## config.mk

```make
export PLATFORM = sky130hd
export DESIGN_NAME = score_streak_tracker
export DESIGN_NICKNAME = d
export VERILOG_FILES = /design/src/rtl/dance_pkg.sv /design/src/rtl/bin2bcd_iter.sv /design/src/rtl/score_streak_tracker.sv
export SDC_FILE = /design/constraint.sdc
export NUM_CORES = 1
export LEC_CHECK = 0
export ABC_CLOCK_PERIOD_IN_PS = 8000
export CORE_ASPECT_RATIO = 0.8
export CORE_UTILIZATION = 40
export DETAILED_ROUTE_END_ITERATION = 8
export GPL_TIMING_DRIVEN = 0
export PLACE_DENSITY = 0.65
export SKIP_CTS_REPAIR_TIMING = 1
export SLEW_MARGIN = 30
export SYNTH_ARGS = -nofsm -noshare
export SYNTH_HDL_FRONTEND = slang
export SYNTH_SLANG_ARGS = --single-unit
```

## constraint.sdc

```tcl
create_clock -name clk -period 8 [get_ports clk]
set_clock_uncertainty 0.15 [all_clocks]
set_input_delay 1.6 -clock clk [delete_from_list [all_inputs] [get_ports clk]]
set_output_delay 1.6 -clock clk [all_outputs]
set_load 0.1 [all_outputs]
```

## src/rtl/dance_pkg.sv

```systemverilog
// Shared definitions for the gameplay scoring path: judgement codes,
// BCD sizing and the state encoding of the iterative BCD converter.
package dance_pkg;

    // Judgement codes emitted by the gameplay stage once per cycle
    localparam logic [1:0] UPD_NONE = 2'b00;
    localparam logic [1:0] UPD_HIT  = 2'b01;
    localparam logic [1:0] UPD_RSVD = 2'b10;
    localparam logic [1:0] UPD_MISS = 2'b11;

    // Five BCD digits cover every score up to 16 bits (65535)
    localparam int BCD_DIGITS = 5;
    localparam int BCD_W      = 20;

    // Converter phases: capture, one shift per bit, then publish
    typedef enum logic [1:0] {
        CV_IDLE,
        CV_LOAD,
        CV_SHIFT,
        CV_COMMIT
    } conv_state_t;

    // Double-dabble correction: any digit of 5 or more gets 3 added so the
    // following left shift carries correctly into the next decimal digit.
    function automatic logic [BCD_W-1:0] bcd_add3(input logic [BCD_W-1:0] val);
        logic [BCD_W-1:0] res;
        res = val;
        for (int d = 0; d < BCD_DIGITS; d++) begin
            if (res[d*4 +: 4] >= 4'd5) begin
                res[d*4 +: 4] = res[d*4 +: 4] + 4'd3;
            end
        end
        return res;
    endfunction

endpackage

```

## src/rtl/bin2bcd_iter.sv

```systemverilog
// Iterative binary-to-BCD converter (shift-add-3), one input bit per cycle.
// A start request in IDLE (or while committing) leads to LOAD on the next
// edge, which captures 'bin'; W shifts follow, then COMMIT publishes 'bcd'
// and pulses 'done'.
module bin2bcd_iter
    import dance_pkg::*;
#(
    parameter int W = 16
)
(
    input  logic             clk,
    input  logic             rst,
    input  logic             start,
    input  logic [W-1:0]     bin,
    output logic             busy,
    output logic             done,
    output logic [BCD_W-1:0] bcd
);

    localparam int CNT_W = $clog2(W);
    localparam logic [CNT_W-1:0] LAST_SHIFT = CNT_W'(W - 1);

    conv_state_t       state;
    conv_state_t       state_next;
    logic [W-1:0]      shreg;
    logic [BCD_W-1:0]  acc;
    logic [BCD_W-1:0]  acc_adj;
    logic [CNT_W-1:0]  cnt;

    assign acc_adj = bcd_add3(acc);

    // State register; reset aborts any conversion in flight
    always_ff @(posedge clk) begin
        if (rst) begin
            state <= CV_IDLE;
        end else begin
            state <= state_next;
        end
    end

    // Next-state sequencing and the busy/done status outputs
    always_comb begin
        state_next = state;
        busy       = (state != CV_IDLE);
        done       = 1'b0;
        case (state)
            CV_IDLE: begin
                if (start) begin
                    state_next = CV_LOAD;
                end
            end
            CV_LOAD: begin
                state_next = CV_SHIFT;
            end
            CV_SHIFT: begin
                if (cnt == LAST_SHIFT) begin
                    state_next = CV_COMMIT;
                end
            end
            CV_COMMIT: begin
                done       = 1'b1;
                state_next = start ? CV_LOAD : CV_IDLE;
            end
            default: begin
                state_next = CV_IDLE;
            end
        endcase
    end

    // Datapath: capture on LOAD, shift MSB-first into the BCD accumulator,
    // publish the finished digits on COMMIT
    always_ff @(posedge clk) begin
        if (rst) begin
            shreg <= '0;
            acc   <= '0;
            cnt   <= '0;
            bcd   <= '0;
        end else begin
            case (state)
                CV_LOAD: begin
                    shreg <= bin;
                    acc   <= '0;
                    cnt   <= '0;
                end
                CV_SHIFT: begin
                    acc   <= {acc_adj[BCD_W-2:0], shreg[W-1]};
                    shreg <= {shreg[W-2:0], 1'b0};
                    cnt   <= cnt + CNT_W'(1);
                end
                CV_COMMIT: begin
                    bcd <= acc;
                end
                default: begin
                end
            endcase
        end
    end

endmodule

```

## src/rtl/score_streak_tracker.sv

```systemverilog
// Score / streak / multiplier bookkeeping for the judgement stream, plus a
// lazily refreshed BCD image of the score for the HEX display stage.
module score_streak_tracker
    import dance_pkg::*;
#(
    parameter int SCORE_W     = 16,
    parameter int STREAK_W    = 8,
    parameter int BASE_POINTS = 1,
    parameter int MULT_STEP   = 5,
    parameter int MAX_MULT    = 4
)
(
    input  logic                clk,
    input  logic                rst,
    input  logic                clear,
    input  logic [1:0]          update_sel,
    output logic [SCORE_W-1:0]  score,
    output logic [STREAK_W-1:0] streak,
    output logic [STREAK_W-1:0] best_streak,
    output logic [2:0]          multiplier,
    output logic [BCD_W-1:0]    score_bcd,
    output logic                bcd_valid
);

    localparam int SUM_W = SCORE_W + 33;
    localparam logic [SCORE_W-1:0]  SCORE_MAX  = '1;
    localparam logic [STREAK_W-1:0] STREAK_MAX = '1;

    logic                wipe;
    logic                is_hit;
    logic                is_miss;
    logic [31:0]         inc;
    logic [SUM_W-1:0]    sum_wide;
    logic [SCORE_W-1:0]  score_sat;
    logic                score_chg;
    logic [STREAK_W-1:0] streak_inc;
    logic [31:0]         mult_raw;
    logic [2:0]          mult_hit;
    logic                pending;
    logic                conv_start;
    logic                conv_busy;
    logic                conv_done;
    logic                conv_accept;

    // Reset and new-game clear both wipe everything and drop any update
    assign wipe    = rst | clear;
    assign is_hit  = !wipe && (update_sel == UPD_HIT);
    assign is_miss = !wipe && (update_sel == UPD_MISS);

    // Points for a hit use the multiplier held before this edge
    assign inc       = 32'(BASE_POINTS) * 32'(multiplier);
    assign sum_wide  = SUM_W'(score) + SUM_W'(inc);
    assign score_sat = (sum_wide > SUM_W'(SCORE_MAX)) ? SCORE_MAX : sum_wide[SCORE_W-1:0];
    assign score_chg = is_hit && (score_sat != score);

    // Multiplier follows the post-hit streak, capped at MAX_MULT
    assign streak_inc = (streak == STREAK_MAX) ? streak : streak + STREAK_W'(1);
    assign mult_raw   = (32'(streak_inc) / 32'(MULT_STEP)) + 32'd1;
    assign mult_hit   = (mult_raw > 32'(MAX_MULT)) ? 3'(MAX_MULT) : mult_raw[2:0];

    // Ask for a conversion whenever the displayed digits may be stale. The
    // converter accepts the request when idle or while committing, and the
    // following LOAD edge captures the score, so an accepted request
    // clears the pending flag.
    assign conv_start  = pending | score_chg;
    assign conv_accept = conv_start && (!conv_busy || conv_done);

    // Counters: score, streak, best streak and multiplier
    always_ff @(posedge clk) begin
        if (wipe) begin
            score       <= '0;
            streak      <= '0;
            best_streak <= '0;
            multiplier  <= 3'd1;
        end else if (is_hit) begin
            score      <= score_sat;
            streak     <= streak_inc;
            multiplier <= mult_hit;
            if (streak_inc > best_streak) begin
                best_streak <= streak_inc;
            end
        end else if (is_miss) begin
            streak     <= '0;
            multiplier <= 3'd1;
        end
    end

    // Staleness tracking: valid drops with any score change and returns
    // only when a conversion commits with no newer change outstanding
    always_ff @(posedge clk) begin
        if (wipe) begin
            pending   <= 1'b0;
            bcd_valid <= 1'b1;
        end else begin
            if (conv_accept) begin
                pending <= 1'b0;
            end else if (score_chg) begin
                pending <= 1'b1;
            end
            if (score_chg) begin
                bcd_valid <= 1'b0;
            end else if (conv_done && !pending) begin
                bcd_valid <= 1'b1;
            end
        end
    end

    bin2bcd_iter #(
        .W(SCORE_W)
    ) u_bcd (
        .clk   (clk),
        .rst   (wipe),
        .start (conv_start),
        .bin   (score),
        .busy  (conv_busy),
        .done  (conv_done),
        .bcd   (score_bcd)
    );

endmodule

```

==> impl_metrics.tcl <==
set metrics [dict create \
    ys_top_cells_by_area "dfxtp_1, mux2i_1, nor2_1" \
    slew_headroom 0.3488 \
    synth.distinct_cells 81 \
    cts_tree "yes" \
    wl_per_cell_um 16.17 \
    timing.rr.end "multiplier[0]" \
    boundaryPins 61 \
    post-route-period-util 0.9183 \
    fin_crit_ns 7.346 \
    die_w_um 139.8 \
    die_area_um2 15680 \
    leakagePower_uw 0.002449 \
    critPathMaxStageDelay_ns 0.47 \
    grt-ovfl-total 0 \
    drc 0 \
    reg2reg_setup_slack_ns 0.65 \
    start_util 0.4177 \
    worst_ir_drop_vdd_v 0.0001058 \
    status "completed" \
    syn_to_final_growth_pct 18.93 \
    drv_slew 0 \
    synth_enable_flop_cells 0 \
    core_area_um2 14540 \
    holdCritPathClass "flip-flop to flip-flop" \
    gp_congestion 0.9154 \
    crit_end "multiplier[0]" \
    clock_latency_ns 0.34 \
    cts_root_buffer "clkbuf_16" \
    placementRows 39 \
    hold_viol_final 0 \
    holdWs_ns 0.3164 \
    yosysTopAreaCellShare 0.3263 \
    dieHeight_um 112.2 \
    cts_made_buffers 9 \
    grt_pass1_vias 5113 \
    syn_inst 755 \
    drtPass1Iterations 4 \
    fmax_mhz 136.1 \
    grt_usage 0.2129 \
    syn_area_um2 6073 \
    ys_warn_count 0 \
    required_ns 8.12 \
    cts_htree_levels 3 \
    worstPathMaxFanout 10 \
    cp-start-kind "flip-flop" \
    vias 5683 \
    setup.worst_path.class "flip-flop to flip-flop" \
    synth-seq-cells 99 \
    clock-sinks 99 \
    r2r_cells 27 \
    syn_area_per_cell_um2 8.044 \
    worst_pin_slew_ns 0.9738 \
    ant_nets 0 \
    async_reset_ff_frac 0 \
    synthFlopType "dfxtp_1" \
    finalSetupTns_ns 0 \
    path_common_cell "ha_1" \
    clock_path_buffers 2 \
    ys_seq_area_frac 0.3263 \
    grt_max_degree 16 \
    antenna_found_initial 0 \
    setup_ws_ns 0.6540 \
    cp.arrival_ns 7.46 \
    yosysMostFrequentCell "nor2_1" \
    io_buffer_count 60 \
    drt_iter0_markers 408 \
    syn_nets 791 \
    setup_violations 0 \
    grt_pass1_wl_mm 26.67 \
    synth_top_area_cell "dfxtp_1" \
    viasPerCell 5.599 \
    pwr_density_cell_nw_per_um2 137.8 \
    diodes 0 \
    nets 862 \
    reg2reg_from "streak[0]" \
    finalWirelength_mm 16.41 \
    rsz0062_at_grt "no" \
    cp-end-kind "flip-flop" \
    startpoint "streak[0]" \
    synth_common_cells "nor2_1, dfxtp_1, a21oi_1" \
    cts.clk_slew.worst_paths_ns 0.07 \
    drive_above_1_share 0.05535 \
    place_ws_ns 0.5357 \
    slowest_stage "a21boi_1" \
    cap_viol_max_count 0 \
    dpl.hpwl_mm 12.08 \
]
==> final cells by class <==
class                      count  area, um^2
clock buffer                  11       232.7
inverter                      39       146.4
multi-input combinational    573        3779
buffer                        44       175.2
timing repair buffer          60       600.6
sequential                    99        1982
clock inverter                 5       77.57
fill                        1430        7318
tap                          184       230.2
==> per-layer routing <==
metal  vias to the layer above  wire length, um  GRT usage
met2                       185             6465     0.2940
met1                      2593             8783     0.3287
met5                         -                0          0
li1                       2898                -          -
met4                         0              119    0.05348
met3                         7             1042    0.04480
==> registers in the layout, summed over array words and instances, names as in the netlist <==
register     flops
u_bcd.state      2
pending          1
u_bcd.shreg     16
u_bcd.cnt        4
multiplier       3
streak           8
u_bcd.bcd       20
bcd_valid        1
u_bcd.acc       20
best_streak      8
score           16
==> layout by cell type, fill, tap and decap left out, drive strengths merged, types with 6 or more instances in the layout <==
master | Yosys | layout
clkbuf | 32 | 43
xor2 | 6 | 6
a21oi | 60 | 60
and3 | 9 | 9
dfxtp | 99 | 99
nor3 | 18 | 18
nand2b | 11 | 11
mux2i | 43 | 43
a31oi | 9 | 9
inv | 37 | 37
a211oi | 28 | 28
a22oi | 11 | 11
clkdlybuf4s50 | 0 | 60
xnor2 | 12 | 12
a21o | 8 | 8
nand4 | 12 | 12
ha | 30 | 30
o22ai | 7 | 7
buf | 12 | 12
o211ai | 6 | 6
nand2 | 42 | 42
nand3 | 22 | 22
nor2b | 9 | 9
o31ai | 8 | 8
o21ai | 40 | 40
nor2 | 110 | 110
==> cells by family (layout without fill, tap and decap cells) <==
logic type,after synthesis,after routing,share of synthesized area
and+or+nand+nor,257,257,0.2027
AOI/OAI and AO/OA,221,221,0.2489
DFF,99,99,0.3263
buffers and inverters,83,159,0.05295
muxes,45,45,0.07519
adders and majority gates,32,32,0.06675
xor gates and xnor gates,18,18,0.02719
==> stage by stage <==
stage               instance area (um^2)    util  power (uW)  std cells
finish                              7223  0.4967       995.2       1015
global route                        7223  0.4967        1032       1015
CTS                                 7214  0.4961        1007       1015
detailed placement                  6904  0.4748       554.4        999
global placement                    6904  0.4748       554.1        999
floorplan                           6073       -       539.0        755
==> power by group <==
group	leakage (uW)	total [uW]	internal (uW)	switching (uW)
Sequential	0.000798	497	495	2.68
Clock	0.000150	452	273	179
Combinational	0.00150	46.1	12.3	33.8
Total	0.00245	995	780	215
==> worst min path at each step <==
| stage | from | endpoint | slack (ns) | depth (start not counted) |
|---|---|---|---|---|
| 3_3_place_gp | u_bcd.shreg[0] | u_bcd.shreg[0] | 0.31 | 2 |
| 6_report | u_bcd.shreg[0] | u_bcd.shreg[0] | 0.32 | 2 |
| 2_1_floorplan | u_bcd.shreg[0] | u_bcd.shreg[0] | 0.29 | 2 |
| 4_1_cts | u_bcd.shreg[0] | u_bcd.shreg[0] | 0.32 | 2 |
| 3_5_place_dp | u_bcd.shreg[0] | u_bcd.shreg[0] | 0.31 | 2 |
| 5_1_grt | u_bcd.shreg[8] | u_bcd.shreg[8] | 0.35 | 2 |
==> critical path, delay by kind of cell, from the launching register on <==
| family | cells | cell delay, ns |
|---|---|---|
| AO/OA/AOI/OAI | 10 | 2.38 |
| AND/OR/NAND/NOR | 8 | 2.02 |
| adder cells (fa/ha/maj) | 4 | 1.17 |
| XOR/XNOR | 2 | 0.43 |
| flip-flops | 1 | 0.40 |
| buffers and inverters | 2 | 0.37 |
| multiplexers | 1 | 0.35 |
No activity file was read; power rests on OpenSTA's default activity.
